<file path="config.mk">
export PLATFORM = sky130hd
export DESIGN_NAME = matmul_ctrl_seq
export DESIGN_NICKNAME = d
export VERILOG_FILES = /design/src/rtl/matmul_ctrl_seq.sv
export SDC_FILE = /design/constraint.sdc
export NUM_CORES = 1
export LEC_CHECK = 0
export ABC_AREA = 0
export BUFFER_PORTS_ARGS = -buffer_cell sky130_fd_sc_hd__buf_2
export CAP_MARGIN = 20
export CORE_MARGIN = 10
export CORE_UTILIZATION = 55
export DETAILED_ROUTE_END_ITERATION = 16
export HOLD_SLACK_MARGIN = 0.03
export PLACE_DENSITY = 0.88
export SLEW_MARGIN = 10
export SYNTH_ARGS = -nofsm -noshare
export SYNTH_HDL_FRONTEND = slang
export SYNTH_SLANG_ARGS = --single-unit
</file>
<file path="constraint.sdc">
create_clock -name clk_i -period 6.3 [get_ports clk_i]
set_input_delay 0.63 -clock clk_i [delete_from_list [all_inputs] [get_ports clk_i]]
set_output_delay 0.63 -clock clk_i [all_outputs]
set_load 0.1 [all_outputs]
</file>
<file path="src/rtl/matmul_ctrl_seq.sv">
// matmul_ctrl_seq: decodes the matmul control register and sequences one
// multiply: accumulator clear, operand fetch (A then B), PE compute for the
// wavefront length, result drain, then a done pulse back to the register.
module matmul_ctrl_seq #(
    parameter int DIM_W = 2,
    parameter int CNT_W = 4
) (
    input  logic             clk_i,
    input  logic             rst_i,
    input  logic [15:0]      control_register_i,
    output logic             op_req_o,
    output logic             op_sel_o,
    output logic [DIM_W-1:0] op_row_o,
    output logic [DIM_W-1:0] op_col_o,
    input  logic             op_gnt_i,
    output logic             pe_clear_o,
    output logic             pe_en_o,
    output logic             res_valid_o,
    output logic [DIM_W-1:0] res_row_o,
    output logic [DIM_W-1:0] res_col_o,
    input  logic             res_ready_i,
    output logic             busy_o,
    output logic             done_o,
    output logic             error_o,
    output logic [2:0]       state_o
);

    typedef enum logic [2:0] {
        IDLE      = 3'd0,
        CLEAR     = 3'd1,
        LOAD_A    = 3'd2,
        LOAD_B    = 3'd3,
        COMPUTE   = 3'd4,
        WRITEBACK = 3'd5,
        DONE      = 3'd6
    } state_e;

    state_e           state_q, state_d;
    logic [DIM_W-1:0] row_q, row_d, col_q, col_d;
    logic [DIM_W-1:0] n_q, n_d, k_q, k_d, m_q, m_d;
    logic [CNT_W-1:0] cnt_q, cnt_d;
    logic             rla_q, rla_d, rlb_q, rlb_d;
    // The dataflow field's only consumer here is the reserved-code check, so
    // the latched dataflow reduces to the sticky error bit.
    logic             err_q, err_d;
    // One-cycle done pulse for a rejected (reserved dataflow) start; also
    // blocks re-acceptance while the register still shows the start bit.
    logic             edone_q, edone_d;

    logic             accept;
    logic             adv;
    logic [DIM_W-1:0] last_row, last_col;
    logic [CNT_W-1:0] cmp_last;

    assign accept   = (state_q == IDLE) && !edone_q &&
                      control_register_i[0] && !control_register_i[1];
    // Compute runs (n+1)+(k+1)+(m+1)-2 cycles; the counter's last value is n+k+m.
    assign cmp_last = CNT_W'(n_q) + CNT_W'(k_q) + CNT_W'(m_q);

    // State, scan indices, compute counter and latched fields.
    always_ff @(posedge clk_i or posedge rst_i) begin
        if (rst_i) begin
            state_q <= IDLE;
            row_q   <= '0;
            col_q   <= '0;
            cnt_q   <= '0;
            n_q     <= '0;
            k_q     <= '0;
            m_q     <= '0;
            rla_q   <= 1'b0;
            rlb_q   <= 1'b0;
            err_q   <= 1'b0;
            edone_q <= 1'b0;
        end else begin
            state_q <= state_d;
            row_q   <= row_d;
            col_q   <= col_d;
            cnt_q   <= cnt_d;
            n_q     <= n_d;
            k_q     <= k_d;
            m_q     <= m_d;
            rla_q   <= rla_d;
            rlb_q   <= rlb_d;
            err_q   <= err_d;
            edone_q <= edone_d;
        end
    end

    // Next-state logic and state-decoded outputs; outputs are zero outside
    // the state that owns them.
    always_comb begin
        state_d     = state_q;
        row_d       = row_q;
        col_d       = col_q;
        cnt_d       = cnt_q;
        n_d         = n_q;
        k_d         = k_q;
        m_d         = m_q;
        rla_d       = rla_q;
        rlb_d       = rlb_q;
        err_d       = err_q;
        edone_d     = 1'b0;
        op_req_o    = 1'b0;
        op_sel_o    = 1'b0;
        op_row_o    = '0;
        op_col_o    = '0;
        pe_clear_o  = 1'b0;
        pe_en_o     = 1'b0;
        res_valid_o = 1'b0;
        res_row_o   = '0;
        res_col_o   = '0;
        done_o      = 1'b0;
        adv         = 1'b0;
        last_row    = n_q;
        last_col    = k_q;

        case (state_q)
            IDLE: begin
                done_o = edone_q;
                if (accept) begin
                    n_d   = control_register_i[9:8];
                    k_d   = control_register_i[11:10];
                    m_d   = control_register_i[13:12];
                    rla_d = control_register_i[14];
                    rlb_d = control_register_i[15];
                    row_d = '0;
                    col_d = '0;
                    cnt_d = '0;
                    if (control_register_i[7:6] == 2'd3) begin
                        err_d   = 1'b1;
                        edone_d = 1'b1;
                    end else begin
                        err_d   = 1'b0;
                        state_d = CLEAR;
                    end
                end
            end
            CLEAR: begin
                pe_clear_o = 1'b1;
                row_d      = '0;
                col_d      = '0;
                if (rla_q)      state_d = LOAD_A;
                else if (rlb_q) state_d = LOAD_B;
                else            state_d = COMPUTE;
            end
            LOAD_A: begin
                op_req_o = 1'b1;
                op_row_o = row_q;
                op_col_o = col_q;
                adv      = op_gnt_i;
                last_row = n_q;
                last_col = k_q;
            end
            LOAD_B: begin
                op_req_o = 1'b1;
                op_sel_o = 1'b1;
                op_row_o = row_q;
                op_col_o = col_q;
                adv      = op_gnt_i;
                last_row = k_q;
                last_col = m_q;
            end
            COMPUTE: begin
                pe_en_o = 1'b1;
                if (cnt_q == cmp_last) begin
                    cnt_d   = '0;
                    state_d = WRITEBACK;
                end else begin
                    cnt_d = cnt_q + 1'b1;
                end
            end
            WRITEBACK: begin
                res_valid_o = 1'b1;
                res_row_o   = row_q;
                res_col_o   = col_q;
                adv         = res_ready_i;
                last_row    = n_q;
                last_col    = m_q;
            end
            DONE: begin
                done_o  = 1'b1;
                state_d = IDLE;
            end
            default: state_d = IDLE;
        endcase

        // Shared row-major scan for both operand loads and the result drain.
        if (adv) begin
            if (col_q == last_col) begin
                col_d = '0;
                if (row_q == last_row) begin
                    row_d = '0;
                    case (state_q)
                        LOAD_A:  state_d = rlb_q ? LOAD_B : COMPUTE;
                        LOAD_B:  state_d = COMPUTE;
                        default: state_d = DONE;
                    endcase
                end else begin
                    row_d = row_q + 1'b1;
                end
            end else begin
                col_d = col_q + 1'b1;
            end
        end
    end

    assign busy_o  = (state_q != IDLE);
    assign error_o = err_q;
    assign state_o = state_q;

endmodule

</file>
==> metrics.txt <==
post-synthesis average cell area ~9.4 sq um; routed len/inst between 15 and 20 microns; post-detailed-route count of antenna-violating nets 0; largest net degree at the start of global routing 22; TritonCTS clock tree yes; total negative setup slack 0 ns; total clock sinks 21; synth unique cells 43; Antenna Diode Count 0; gr usage total 0.1353; timing-limited maximum frequency around 370 MHz; post-synthesis register bit count 21; number of optimization iterations in the first detailed-route pass 4; commonest cells after routing, fill and taps aside sky130_fd_sc_hd__buf_2 (34), sky130_fd_sc_hd__dfrtp_1 (21), sky130_fd_sc_hd__nor2_1 (13); net count of the finished layout between 200 and 250; aggregate routed wire length approximately 3400 microns; hold crit path type input port to async pin; Synth warnings 0; GR Overflow Total 0; clock period minus worst slack 2.671 ns; status finished, final reports clean; share of synthesized registers carrying an async set or reset 1.000; maximum clock path buffer count 2; DIE WIDTH ~70 microns; Finish-stage setup viols 0; Die H around 70 microns; total number of placement rows 18; htree depth 1; final hold violation count 0; vias in the first global route between 1k and 1.5k; clock network latency to the later pin of the worst-skew pair 0.31 ns; category of the worst setup path launch point flop; cell chosen for the clock root sky130_fd_sc_hd__clkbuf_4; post-detail-place hpwl ~2700 microns; setup repair after global routing missed its margin no; total of buffers placed on input and output ports 34; initial core utilization 0.5628; post-cts gate resize count 0; startpoint of the most critical register-to-register path k_q[1]; CTS clk-pin slew, worst paths 0.12 ns; CP Launch Point state_o[2]; Setup Buffers After CTS 0; number of buffers added to fix hold violations after cts 0; Worst R2R Setup Slack between 3 and 4 ns; detail-routed via count per cell roughly 5.8; count of flip-flops with a built-in enable after synthesis 0; final worst setup slack about 3.6 ns; fraction of the cycle the final worst path needs 0.4240; Post-Route Skew a little under 0.005 ns; routability-driven placement congestion ratio just under 0.9; dominant synthesized flop cell sky130_fd_sc_hd__dfrtp_1; detailed-routed wire length on met3 211 microns; die area 0.004884 sq mm; most common cell after layout, fill and taps aside sky130_fd_sc_hd__buf_2; part of the Yosys area used for sequential elements 0.3839; capturing element type of the critical path primary output; length of routed wiring on met1 about 1300 microns; arrival time of data at the critical path endpoint just over 2 ns; Layout Cell Area excl Fill ~0.0016 sq mm; wire length of the first global-routing pass ~5700 microns; number of remaining DRC errors 0; Critical Setup Path Class flop to primary output; area of placed instances 0.001553 sq mm; Synth Net Count 170; met2 wirelength from detailed routing between 1500 and 2000 microns; synthesized area approximately 0.0014 sq mm; Worst-Margin Slew between 0.7 and 0.8 ns; I/O pin cnt 39; top routing layer in use met4; worst max-slew margin expressed relative to the limit 0.4699; CTS buffer count 3; final slew viol count 0; antenna violations before repair 0; layout-stage area growth over the synthesis result 15.36%; final core utilization 0.6492; peak fanout along the critical path 12; core area approximately 0.0024 sq mm; minimum setup slack after placement between 3 and 4 ns; data required time of the critical path about 5.7 ns; share of layout cells above drive strength 1 0.2849; number of DRC markers in iteration 0 119; number of violations of the max-capacitance limit 0; total via count after detailed routing around 1.2k; synthesized instance count between 100 and 150
per-stage QoR:
stage                     hold WS [ns]  std cells
after detailed placement        0.4889        205
after global placement          0.4794        205
after global routing            0.5091        209
after CTS                       0.4814        209
after floorplan                 0.4571        145
final                           0.4440        209
registers in the layout, summed over array words and instances, names as in the netlist:
name     flops
cnt_q        4
state_o      3
col_q        2
k_q          2
m_q          2
n_q          2
row_q        2
edone_q      1
error_o      1
rla_q        1
rlb_q        1
per-layer routing:
layer | up-vias | GRT usage
met3 | 9 | 0.03249
met4 | 0 | 0.07018
li1 | 581 | -
met2 | 43 | 0.2457
met5 | - | 0
met1 | 580 | 0.1394
kinds of logic (layout without fill, tap and decap cells):
logic type | Yosys count | after routing | share of synthesized area
buffers and inverters | 15 | 49 | 0.04753
AOI/OAI and AO/OA | 29 | 29 | 0.1481
xor gates and xnor gates | 7 | 7 | 0.04479
DFF | 21 | 21 | 0.3839
muxes | 11 | 11 | 0.08775
and+or+nand+nor | 57 | 57 | 0.2313
adders and majority gates | 5 | 5 | 0.05668
synth_stat cells, types with 2 or more instances:
cell type                  instances  area, sq um
sky130_fd_sc_hd__a21o_1            2        15.01
sky130_fd_sc_hd__a21oi_1           3        15.01
sky130_fd_sc_hd__and2_1            6        37.54
sky130_fd_sc_hd__clkbuf_1          2        7.510
sky130_fd_sc_hd__dfrtp_1          21        525.5
sky130_fd_sc_hd__fa_1              2        40.04
sky130_fd_sc_hd__ha_1              3        37.54
sky130_fd_sc_hd__inv_1            11        41.29
sky130_fd_sc_hd__mux2_2            8        90.09
sky130_fd_sc_hd__mux2i_1           3        30.03
sky130_fd_sc_hd__nand2_1          10        37.54
sky130_fd_sc_hd__nand2b_1          4        25.02
sky130_fd_sc_hd__nand3_1           7        35.03
sky130_fd_sc_hd__nor2_1           13        48.80
sky130_fd_sc_hd__nor2b_1           3        18.77
sky130_fd_sc_hd__nor3_1            4        20.02
sky130_fd_sc_hd__nor3b_1           2        15.01
sky130_fd_sc_hd__o21ai_0          10        50.05
sky130_fd_sc_hd__xnor2_1           7        61.31
final cells by class:
type                       instances  area [sq um]
sequential                        21         525.5
fill                             221         853.3
tap                               30         37.54
multi-input combinational        109         778.2
clock buffer                       4         26.28
inverter                          11         41.29
timing repair buffer              34         170.2
worst paths after layout:
kind                         endpoint  cells after the start
setup / recovery              pe_en_o                      3
max in group asynchronous       rlb_q                      2
setup reg to reg           state_o[0]                     11
min in group clk_i            error_o                      1
hold / removal                 k_q[1]                      2
hold reg to reg               error_o                      1
critical path, cell delays in order, from the launching register on:
cell and delay [ns]:
sky130_fd_sc_hd__dfrtp_1 0.57, sky130_fd_sc_hd__inv_1 0.18, sky130_fd_sc_hd__nor3_1 0.45, sky130_fd_sc_hd__buf_2 0.53
Power is left out: the tool's default activity adds up to more than one toggle a clock period on the data nets, which glitch-free logic cannot reach.
